## src/rtl/stopwatch_pkg.sv

```systemverilog
// Shared constants and helpers for the stopwatch user-interface blocks.
// Synthesis defaults are sized for a real board clock; SIM_DEBOUNCE_CYCLES keeps benches short.
package stopwatch_pkg;

  localparam int DEF_DEBOUNCE_CYCLES = 1_000_000;
  localparam int DEF_CNT_W           = 20;
  localparam int DEF_SYNC_STAGES     = 2;
  localparam int SIM_DEBOUNCE_CYCLES = 4;

  typedef struct packed {
    logic pause;
    logic rst;
  } btn_evt_t;

  // A RESET event always wins and clears the pause level, even alongside a PAUSE press.
  function automatic logic next_pause(input logic cur, input btn_evt_t evt);
    logic nxt;
    if (evt.rst) begin
      nxt = 1'b0;
    end else if (evt.pause) begin
      nxt = ~cur;
    end else begin
      nxt = cur;
    end
    return nxt;
  endfunction

endpackage

```

## src/rtl/input_conditioner_debounce_ch.sv

```systemverilog
// One debounce channel: synchronizer chain, stability counter and accepted-value register.
// A W-bit vector shares one counter so the accepted value only ever moves as a whole.
module debounce_ch
  import stopwatch_pkg::*;
#(
  parameter int W               = 1,
  parameter int DEBOUNCE_CYCLES = DEF_DEBOUNCE_CYCLES,
  parameter int CNT_W           = DEF_CNT_W,
  parameter int SYNC_STAGES     = DEF_SYNC_STAGES
) (
  input  logic         clk,
  input  logic         rst,
  input  logic [W-1:0] raw_i,
  output logic [W-1:0] stable_o
);

  localparam logic [CNT_W-1:0] TERM_C = CNT_W'(DEBOUNCE_CYCLES - 1);

  logic [W-1:0]     sync_r [SYNC_STAGES];
  logic [W-1:0]     sync_s;
  logic [W-1:0]     cand_r;
  logic [W-1:0]     stable_r;
  logic [CNT_W-1:0] cnt_r;
  logic [CNT_W-1:0] eff_cnt_s;

  assign sync_s = sync_r[SYNC_STAGES-1];

  // Plain flop chain; nothing combinational ahead of the last stage.
  always_ff @(posedge clk) begin
    if (rst) begin
      for (int i = 0; i < SYNC_STAGES; i++) begin
        sync_r[i] <= {W{1'b0}};
      end
    end else begin
      sync_r[0] <= raw_i;
      for (int i = 1; i < SYNC_STAGES; i++) begin
        sync_r[i] <= sync_r[i-1];
      end
    end
  end

  // The count restarts whenever the synchronized value moves, so a skewed multi-bit
  // change is only accepted once every bit has been steady for the full window.
  always_comb begin
    eff_cnt_s = {CNT_W{1'b0}};
    if (sync_s == cand_r) begin
      eff_cnt_s = cnt_r;
    end else begin
      eff_cnt_s = {CNT_W{1'b0}};
    end
  end

  // Terminal compare comes before the increment, so the counter can never wrap.
  always_ff @(posedge clk) begin
    if (rst) begin
      cand_r   <= {W{1'b0}};
      cnt_r    <= {CNT_W{1'b0}};
      stable_r <= {W{1'b0}};
    end else begin
      cand_r <= sync_s;
      if (sync_s == stable_r) begin
        cnt_r <= {CNT_W{1'b0}};
      end else if (eff_cnt_s == TERM_C) begin
        stable_r <= sync_s;
        cnt_r    <= {CNT_W{1'b0}};
      end else begin
        cnt_r <= eff_cnt_s + CNT_W'(1'b1);
      end
    end
  end

  assign stable_o = stable_r;

endmodule

```

## src/rtl/input_conditioner.sv

```systemverilog
// Inbound stopwatch UI conditioning: four debounce channels plus button edge detection,
// the pause toggle and RESET-over-PAUSE priority.
module input_conditioner
  import stopwatch_pkg::*;
#(
  parameter int DEBOUNCE_CYCLES = DEF_DEBOUNCE_CYCLES,
  parameter int CNT_W           = DEF_CNT_W,
  parameter int SYNC_STAGES     = DEF_SYNC_STAGES
) (
  input  logic       clk,
  input  logic       rst,
  input  logic       btn_pause_i,
  input  logic       btn_rst_i,
  input  logic       sw_adj_i,
  input  logic [1:0] sw_sel_i,
  output logic       pause_o,
  output logic       rst_pulse_o,
  output logic       adj_o,
  output logic [1:0] sel_o
);

  logic     pause_stable_s;
  logic     rst_stable_s;
  logic     pause_prev_r;
  logic     rst_prev_r;
  logic     pause_r;
  logic     rst_pulse_r;
  btn_evt_t evt_s;

  debounce_ch #(.W(1), .DEBOUNCE_CYCLES(DEBOUNCE_CYCLES), .CNT_W(CNT_W), .SYNC_STAGES(SYNC_STAGES))
    u_pause (.clk(clk), .rst(rst), .raw_i(btn_pause_i), .stable_o(pause_stable_s));

  debounce_ch #(.W(1), .DEBOUNCE_CYCLES(DEBOUNCE_CYCLES), .CNT_W(CNT_W), .SYNC_STAGES(SYNC_STAGES))
    u_rst (.clk(clk), .rst(rst), .raw_i(btn_rst_i), .stable_o(rst_stable_s));

  debounce_ch #(.W(1), .DEBOUNCE_CYCLES(DEBOUNCE_CYCLES), .CNT_W(CNT_W), .SYNC_STAGES(SYNC_STAGES))
    u_adj (.clk(clk), .rst(rst), .raw_i(sw_adj_i), .stable_o(adj_o));

  debounce_ch #(.W(2), .DEBOUNCE_CYCLES(DEBOUNCE_CYCLES), .CNT_W(CNT_W), .SYNC_STAGES(SYNC_STAGES))
    u_sel (.clk(clk), .rst(rst), .raw_i(sw_sel_i), .stable_o(sel_o));

  // A press is a rise of the debounced level; releases and long holds give no event.
  always_comb begin
    evt_s       = '{pause: 1'b0, rst: 1'b0};
    evt_s.pause = pause_stable_s & ~pause_prev_r;
    evt_s.rst   = rst_stable_s & ~rst_prev_r;
  end

  // Button outputs land one registered cycle after the debounced rise.
  always_ff @(posedge clk) begin
    if (rst) begin
      pause_prev_r <= 1'b0;
      rst_prev_r   <= 1'b0;
      pause_r      <= 1'b0;
      rst_pulse_r  <= 1'b0;
    end else begin
      pause_prev_r <= pause_stable_s;
      rst_prev_r   <= rst_stable_s;
      pause_r      <= next_pause(pause_r, evt_s);
      rst_pulse_r  <= evt_s.rst;
    end
  end

  assign pause_o     = pause_r;
  assign rst_pulse_o = rst_pulse_r;

endmodule

```

## config.mk

```make
export PLATFORM = sky130hd
export DESIGN_NAME = input_conditioner
export DESIGN_NICKNAME = d
export VERILOG_FILES = /design/src/rtl/stopwatch_pkg.sv /design/src/rtl/input_conditioner_debounce_ch.sv /design/src/rtl/input_conditioner.sv
export SDC_FILE = /design/constraint.sdc
export NUM_CORES = 1
export LEC_CHECK = 0
export ABC_AREA = 0
export CORE_UTILIZATION = 45
export CTS_CLUSTER_SIZE = 28
export DETAILED_ROUTE_END_ITERATION = 10
export HOLD_SLACK_MARGIN = 0.08
export PLACE_DENSITY_LB_ADDON = 0.05
export SLEW_MARGIN = 20
export SYNTH_ARGS = -nofsm -noshare
export SYNTH_HDL_FRONTEND = slang
export SYNTH_SLANG_ARGS = --single-unit
```

## constraint.sdc

```tcl
create_clock -name clk -period 5.21 [get_ports clk]
set_input_delay 1.042 -clock clk [delete_from_list [all_inputs] [get_ports clk]]
set_output_delay 1.042 -clock clk [all_outputs]
set_load 0.005 [all_outputs]
```

# [Yosys cells after proc, flatten, opt, wreduce, memory -nomap -nowiden]
# Memory sizes are Yosys's and may differ from the RTL's.
# Cells that the tools add are included.
# Widths: inputs -> output; s select.
[totals] reg_bits=94 latch_bits=0 ram_bits=10 rom_bits=0 inputBits=7 out_inout_bits=5 word_cells=77 n_memories=4
[mem_list] name="u_sel.sync_r" depth=2 width=2 rd=2 rd_clocked_by_memory_dff=0 wr=2 line_no="input_conditioner_debounce_ch.sv:19" text="logic [W-1:0] sync_r [SYNC_STAGES];"
[mem_list] name="u_adj.sync_r" depth=2 width=1 rd=2 rd_clocked_by_memory_dff=0 wr=2 line_no="input_conditioner_debounce_ch.sv:19"
[mem_list] name="u_pause.sync_r" depth=2 width=1 rd=2 rd_clocked_by_memory_dff=0 wr=2 line_no="input_conditioner_debounce_ch.sv:19"
[mem_list] name="u_rst.sync_r" depth=2 width=1 rd=2 rd_clocked_by_memory_dff=0 wr=2 line_no="input_conditioner_debounce_ch.sv:19"
[classes] n_addsub=4 mul=0 div_mod_pow=0 order_cmp=0 n_eq_ne=12 shift=0 n_mux=15 bitwise=17 n_reduce_logical=9
[ops] cell="$add 20x1->20 const B" n=4
[ops] cell="$eq 20x20->1 const B" n=4
[ops] cell="$mux 20" n=4
[ops] cell="$reduce_or 3->1" n=4
[ops] cell="$mux 1" n=9
[ops] cell="$or 1x1->1" n=8
[ops] cell="$reduce_and 2->1" n=4
[ops] cell="$not 1->1" n=7
[ops] cell="$eq 1x1->1" n=6
[ops] cell="$eq 2x2->1" n=2
[ops] cell="$mux 2" n=2
[ops] cell="$and 1x1->1" n=2
[ops] cell="$reduce_or 2->1" n=1

# [Logic depth before layout (Yosys ltp)]
# Gate-level depths: netlist (run 1).
[logic_depth] word_depth=4 ltp_mapped=9 depth_no_buf=7

# [Hierarchy]
# Synthesis (run 1) repeated with hierarchy kept, for this count alone.
[hier_totals] cells_unflattened=522 area_unflattened_um2=4834.6
[modules_own_cells] module="debounce_ch at u_adj ..." n_inst=3 cells_per_inst=126 area_each_um2=1146.1
[modules_own_cells] module="debounce_ch at u_sel" n_inst=1 cells_per_inst=133 area_each_um2=1258.7
[modules_own_cells] module="input_conditioner" n_inst=1 cells_per_inst=11 area_each_um2=137.6

# [Least setup slack after synthesis (run 1)]
# OpenSTA, ideal clock, no wires.
[synth_path] kind="register to register" start="memory u_rst.sync_r[1][0] (netlist: u_rst.sync_r[0][1])" end="register u_rst.cnt_r[18]" t_arrival_ps=2529 t_required_ps=5140 setup_slack_ps=2611 stages_incl_launch_ff=10 n_path_buf=2 path_cell_list="dfxtp_1 > xnor2_1 > clkbuf_1 > and2_1 > ha_1 > nand3_1 > or4_1 > clkbuf_1 > or4_1 > a21oi_1"
[synth_lines] element="start: declaration" line_no="input_conditioner_debounce_ch.sv:19"
[synth_lines] element="end signal: assignment" line_no="input_conditioner_debounce_ch.sv:57" text="cnt_r <= {CNT_W{1'b0}};"
[synth_lines] element="end signal: assignment" line_no="input_conditioner_debounce_ch.sv:62" text="cnt_r <= {CNT_W{1'b0}};"
[synth_lines] element="end signal: assignment" line_no="input_conditioner_debounce_ch.sv:65" text="cnt_r <= {CNT_W{1'b0}};"
[synth_lines] element="end: declaration" line_no="input_conditioner_debounce_ch.sv:23" text="logic [CNT_W-1:0] cnt_r;"

==> metrics, run 1 <==
layout filler cell count 976; # clock sinks 104; worst setup margin 2.130 ns; GRT Util Overall 0.1834; outcome complete, no violations; Initial Util 0.4666; Max Cap Viol 0; vias in the first global route 3702; area growth from synthesis to layout 8.844%; Leakage 1.533 nW; Routed WL per cell 13.71 um; RSZ-0062 raised after global routing false; post-synthesis cell type count 48; HP Class flop to flop; Post-CTS Setup Inserts 0; first-pass GRT wire length 16.69 mm; die width 105.7 um; DP Worst Slack 2.163 ns; post-cts sizing count 0; commonest register cell after synthesis dfxtp_1; smallest hold slack 0.4172 ns; Rel. slew slack 0.3280; Chip Height 105.7 um; number of synthesized flops with an enable pin 0; Startpoint Class flop; Synth Register Bits 104; Seq/Total Area, Yosys 0.4303; final period utilization 0.5912; Finished Cell Area 5266 sq um; kind of critical path flop to flop; DRC 0; Top Ports 12; full die area 11170 sq um; largest net degree at the start of global routing 21; antenna violations before repair 0; PwrDens 256.7 nW/um^2; Core ar. 10370 sq um; busiest grt layer met2; routability cong. 0.7755; dpl hpwl 6.565 mm; Global Route met1 Usage 0.2368; r2r worst-path depth 7; worst r2r src u_rst.sync_r[0][1]; Mapped Area 4838 sq um; grt met3 use 0.04515; CTS tree built; vias 3940; Hold Startpoint rst_prev_r; Final Hold Viols 0; CP Capture Type flop; share of the synthesized area in the top cell type 0.4303; VDD IR-drop max 0.1993 mV; CTS buffer count 9; CTS Root Cell clkbuf_8; WP data arrival 3.37 ns; worst-case clock buffer depth 2; max-slew violation count 0; final setup fails 0; total gr overflow 0; final net count 563; area occupied by multi-input gates 2635 sq um; CTS Hold Bufs 0; min cycle time layout 3.080 ns; post-route clock skew 0.006690 ns; Max FO, Critical Path 12; hold path depth 1; register area 2082 sq um; Post-DRT Antenna Nets 0; most common cell in the netlist dfxtp_1; routed vias/inst 5.702; Clk Latency, worst-skew pair 0.37 ns; most frequent cells after synthesis dfxtp_1 (104), nor2_1 (45), nand2_1 (35), nand3_1 (35), a21oi_1 (29); FMAX 324.6 MHz; port buffer count 11; Reg2Reg Capture Point u_rst.cnt_r[18]; Synth area leaders dfxtp_1 (43%), xnor2_1 (4.7%), xor2_1 (4.3%); Final Power 1.352 mW; Hold EP rst_pulse_o; Worst-path clk slew 0.09 ns; Data required, critical path 5.50 ns; fraction of layout cells with a size suffix above 1 0.06306; Ant. Diodes 0; synth warn 0; Iteration-0 DRC Markers 108; DRT Wirelength 9.476 mm; DP Area 5072 sq um; reg2reg setup slack 2.13 ns; Cells after Synth 545; asr flop ratio synth 0; M2 GR Usage 0.2904; num rows 37; Avg Cell Area, Syn 8.878 sq um; Final TNS setup 0 ns; Yosys top cell by area dfxtp_1; H-tree Lvls 3; Pre-Repair DR Iteration Count 4; syn_nets 556; Worst Tran Pin Value 1.004 ns
-- routing by layer --
metal,up-vias,share of wire
li1,2006,-
met5,-,0
met2,67,0.45
met4,0,0.022
met1,1850,0.49
met3,17,0.038
-- power breakdown --
group | leakage, nW | switching [mW] | total, mW | internal [mW]
sequential | 0.840 | 0.00414 | 0.804 | 0.800
combinational | 0.595 | 0.0282 | 0.0430 | 0.0148
clock | 0.0973 | 0.262 | 0.505 | 0.242
-- stage by stage --
step / utilization / std cells
after floorplan: - / 545
after global placement: 0.4891 / 677
after detailed placement: 0.4891 / 677
after CTS: 0.5078 / 691
after global routing: 0.5078 / 691
final: 0.5078 / 691
-- worst max-delay path by stage --
| stage | from | endpoint | slack [ns] |
|---|---|---|---|
| 3_5_place_dp | u_rst.sync_r[0][1] | u_rst.cnt_r[18] | 2.16 |
| 5_1_grt | u_rst.sync_r[0][1] | u_rst.cnt_r[18] | 1.97 |
| 2_1_floorplan | u_rst.sync_r[0][1] | u_rst.cnt_r[18] | 2.61 |
| 6_report | u_rst.sync_r[0][1] | u_rst.cnt_r[18] | 2.13 |
| 4_1_cts | u_rst.sync_r[0][1] | u_rst.cnt_r[18] | 2.13 |
| 3_3_place_gp | rst | u_adj.cnt_r[18] | 2.24 |
-- layout make-up --
cell class                 instances  share of cell area
sequential                       104              0.3953
tap                              136             0.03231
inverter                          12            0.008553
multi-input combinational        410              0.5004
timing repair buffer              15             0.02661
clock buffer                      11             0.02875
clock inverter                     3            0.008078
-- cells by family after synthesis --
family | after synthesis | share of synthesized area
xor gates and xnor gates | 50 | 0.09051
adders and majority gates | 4 | 0.01034
DFF | 104 | 0.4303
buffers and inverters | 31 | 0.02612
muxes | 4 | 0.009309
and+or+nand+nor | 263 | 0.3070
AOI/OAI and AO/OA | 89 | 0.1265
-- flip-flops by register name, indices dropped and copies added, names as in the netlist, 2 cells and up --
signal	cells
u_adj.cnt_r	20
u_adj.sync_r	2
u_pause.cnt_r	20
u_pause.sync_r	2
u_rst.cnt_r	20
u_rst.sync_r	2
u_sel.cand_r	2
u_sel.cnt_r	20
u_sel.stable_o	2
u_sel.sync_r	4
-- cell usage in the layout, fill, tap and decap left out, drive strengths merged, types with 5 or more instances in the layout --
| cell type | n |
|---|---|
| o31ai | 19 |
| and3 | 8 |
| o211ai | 8 |
| a211oi | 8 |
| nor2 | 45 |
| nor3 | 11 |
| xor2 | 24 |
| nand2 | 35 |
| clkdlybuf4s50 | 11 |
| nor2b | 22 |
| and2 | 12 |
| a21oi | 30 |
| a211o | 5 |
| nand3 | 35 |
| inv | 12 |
| dfxtp | 104 |
| or4 | 22 |
| and4 | 11 |
| or3 | 14 |
| xnor2 | 26 |
| clkbuf | 11 |
| nand4 | 23 |
| nor4 | 11 |
| o21ai | 12 |
-- worst max-delay path: stages (launching register included) --
cell and delay, ns:
dfxtp_1 0.36, xnor2_1 0.76, and2_1 0.26, ha_1 0.18, nand3_1 0.15, or4_1 0.70
or4_1 0.44, a21oi_1 0.14
Power figures use the tool's default switching activity.
==> run 2: changes to the inputs <==
clock period = 2.6 ns   (was 5.21 ns; I/O delays follow)
==> run 2 against run 1 <==
Compared with the run above: core utilization up 1.3 points; sequential share of layout area down 0.95 points; worst hold slack worse by 0.0035 ns; first-iteration DRC count up 36%; fmax up 30%; clock power up 100%; final cell count up 1.9%; combinational power up 130%; global-route usage up 0.40 points; sequential power up 100%; via count down 0.76%; critical path type unchanged.
==> metrics, run 2 (same netlist as run 1, synthesis figures left out) <==
fraction of layout cells with a size suffix above 1 0.09331 (+0.03025); Leakage 1.598 nW (+4.3%); DRT Wirelength 9.841 mm (+3.9%); Cell Count, Final, Fillers Out 704 (+1.9%); # clock sinks 104 (unchanged); CP Capture Type flop; num rows 37 (unchanged); layout filler cell count 984 (+0.82%); final net count 576 (+2.3%); routed vias/inst 5.554 (-2.6%); largest net degree at the start of global routing 21 (unchanged); kind of critical path flop to flop; RSZ-0062 raised after global routing false; Worst-path clk slew 0.09 ns (about the same); Worst Tran Pin Value 0.6344 ns (-0.3691 ns); Final Power 2.738 mW (+100%); dpl hpwl 6.843 mm (+4.2%); min cycle time layout 2.377 ns (-0.7034 ns); routability cong. 0.8054 (+3.9%); Final Hold Viols 0 (unchanged); VDD IR-drop max 0.3300 mV (+66%); post-route clock skew 0.006367 ns (-0.0003232 ns); final period utilization 0.9142 (+0.3230); Data required, critical path 2.92 ns (-2.58 ns); Cells after DPL 690 (+1.9%); HP Class flop to flop; Final TNS setup 0 ns (unchanged); Pre-Repair DR Iteration Count 4 (unchanged); Max FO, Critical Path 9 (-3); Post-DRT Antenna Nets 0 (unchanged); WP data arrival 2.69 ns (-0.68 ns); final setup fails 0 (unchanged); max-slew violation count 0 (unchanged); M2 GR Usage 0.2974 (+0.007003); CTS Hold Bufs 0 (unchanged); PwrDens 507.4 nW/um^2 (+98%); H-tree Lvls 3 (unchanged); port buffer count 11 (unchanged); full die area 11170 sq um (unchanged); Clk Latency, worst-skew pair 0.38 ns (about the same); Iteration-0 DRC Markers 147 (+36%); commonest non-fill, non-tap cell in the layout dfxtp_1; grt met3 use 0.06246 (+0.01732); total gr overflow 0 (unchanged); Startpoint Class flop; Max Cap Viol 0 (unchanged); area growth from synthesis to layout 11.53%; worst-case clock buffer depth 2 (unchanged); outcome complete, no violations; Core ar. 10370 sq um (unchanged); Chip Height 105.7 um (unchanged); CTS Root Cell clkbuf_8; Global Route met1 Usage 0.2420 (+0.005125); first-pass GRT wire length 16.78 mm (+0.53%); post-layout util 0.5204 (+0.01255); CTS buffer count 9 (unchanged); DRC 0 (unchanged); Ant. Diodes 0 (unchanged); CTS tree built; busiest grt layer met2; Rel. slew slack 0.5731 (+0.2451); vias 3910 (-0.76%); die width 105.7 um (unchanged); vias in the first global route 3646 (-1.5%); Top Ports 12 (unchanged); FMAX 420.7 MHz (+30%); Initial Util 0.4666 (unchanged); smallest hold slack 0.4137 ns (-0.003490 ns); Routed WL per cell 13.98 um (+1.9%); commonest non-fill, non-tap cells in the layout dfxtp_1 (104), nor2_1 (45), nand3_1 (35), nand2_1 (35), a21oi_1 (29); antenna violations before repair 0 (unchanged); GRT Util Overall 0.1874 (+0.003993)
## run 2: layer usage
layer	wire length, um	vias up
met5	0	-
met4	108	0
met3	373	9
met2	4492	53
met1	4867	1811
li1	-	2037
## run 2: timing repair
action,4_1_cts,5_1_grt
buffers inserted,0,0
endpoints found under the hold margin,0,0
setup endpoints to repair,0,8
gates resized for setup,0,5
## run 2: path summary, 6_finish.rpt
check,depth (start not counted),slack (ns),end,start
worst max-delay path,7,0.22,u_rst.cnt_r[18],u_rst.sync_r[0][1]
worst max register to register,7,0.22,u_rst.cnt_r[18],u_rst.sync_r[0][1]
worst min register to register,1,0.41,rst_pulse_o,rst_prev_r
worst min-delay path,1,0.41,rst_pulse_o,rst_prev_r
## run 2: worst max-delay path, stage by stage, from the launching register on
cell and delay [ns]:
dfxtp_1 0.37, xnor2_2 0.25, and2_1 0.20, ha_1 0.19, nand3_1 0.14, or4_4 0.60, or4_1 0.42, a21oi_1 0.14
## run 2: power by group
part	total (mW)	internal, mW	leakage (nW)	switching (mW)
clock network	1.02	0.486	0.0973	0.539
logic	0.101	0.0426	0.661	0.0586
registers	1.61	1.60	0.840	0.00938
## run 2: area by class of cell
cell class | instances | area, sq um | area share
multi-input cells | 410 | 2668 | 0.4943
flip-flops and latches | 104 | 2082 | 0.3858
repair buffers | 28 | 237.7 | 0.04405
well taps | 136 | 170.2 | 0.03153
clock buffers | 11 | 151.4 | 0.02805
inverters | 12 | 45.04 | 0.008347
clock inverters | 3 | 42.54 | 0.007883
## run 2: stage by stage
stage	setup slack (ns)	cell area [sq um]
3_3_place_gp	0.1681	5170
3_5_place_dp	0.07790	5170
4_1_cts	0.04223	5364
2_1_floorplan	0.0008633	4838
5_1_grt	0.02132	5396
6_report	0.2231	5396
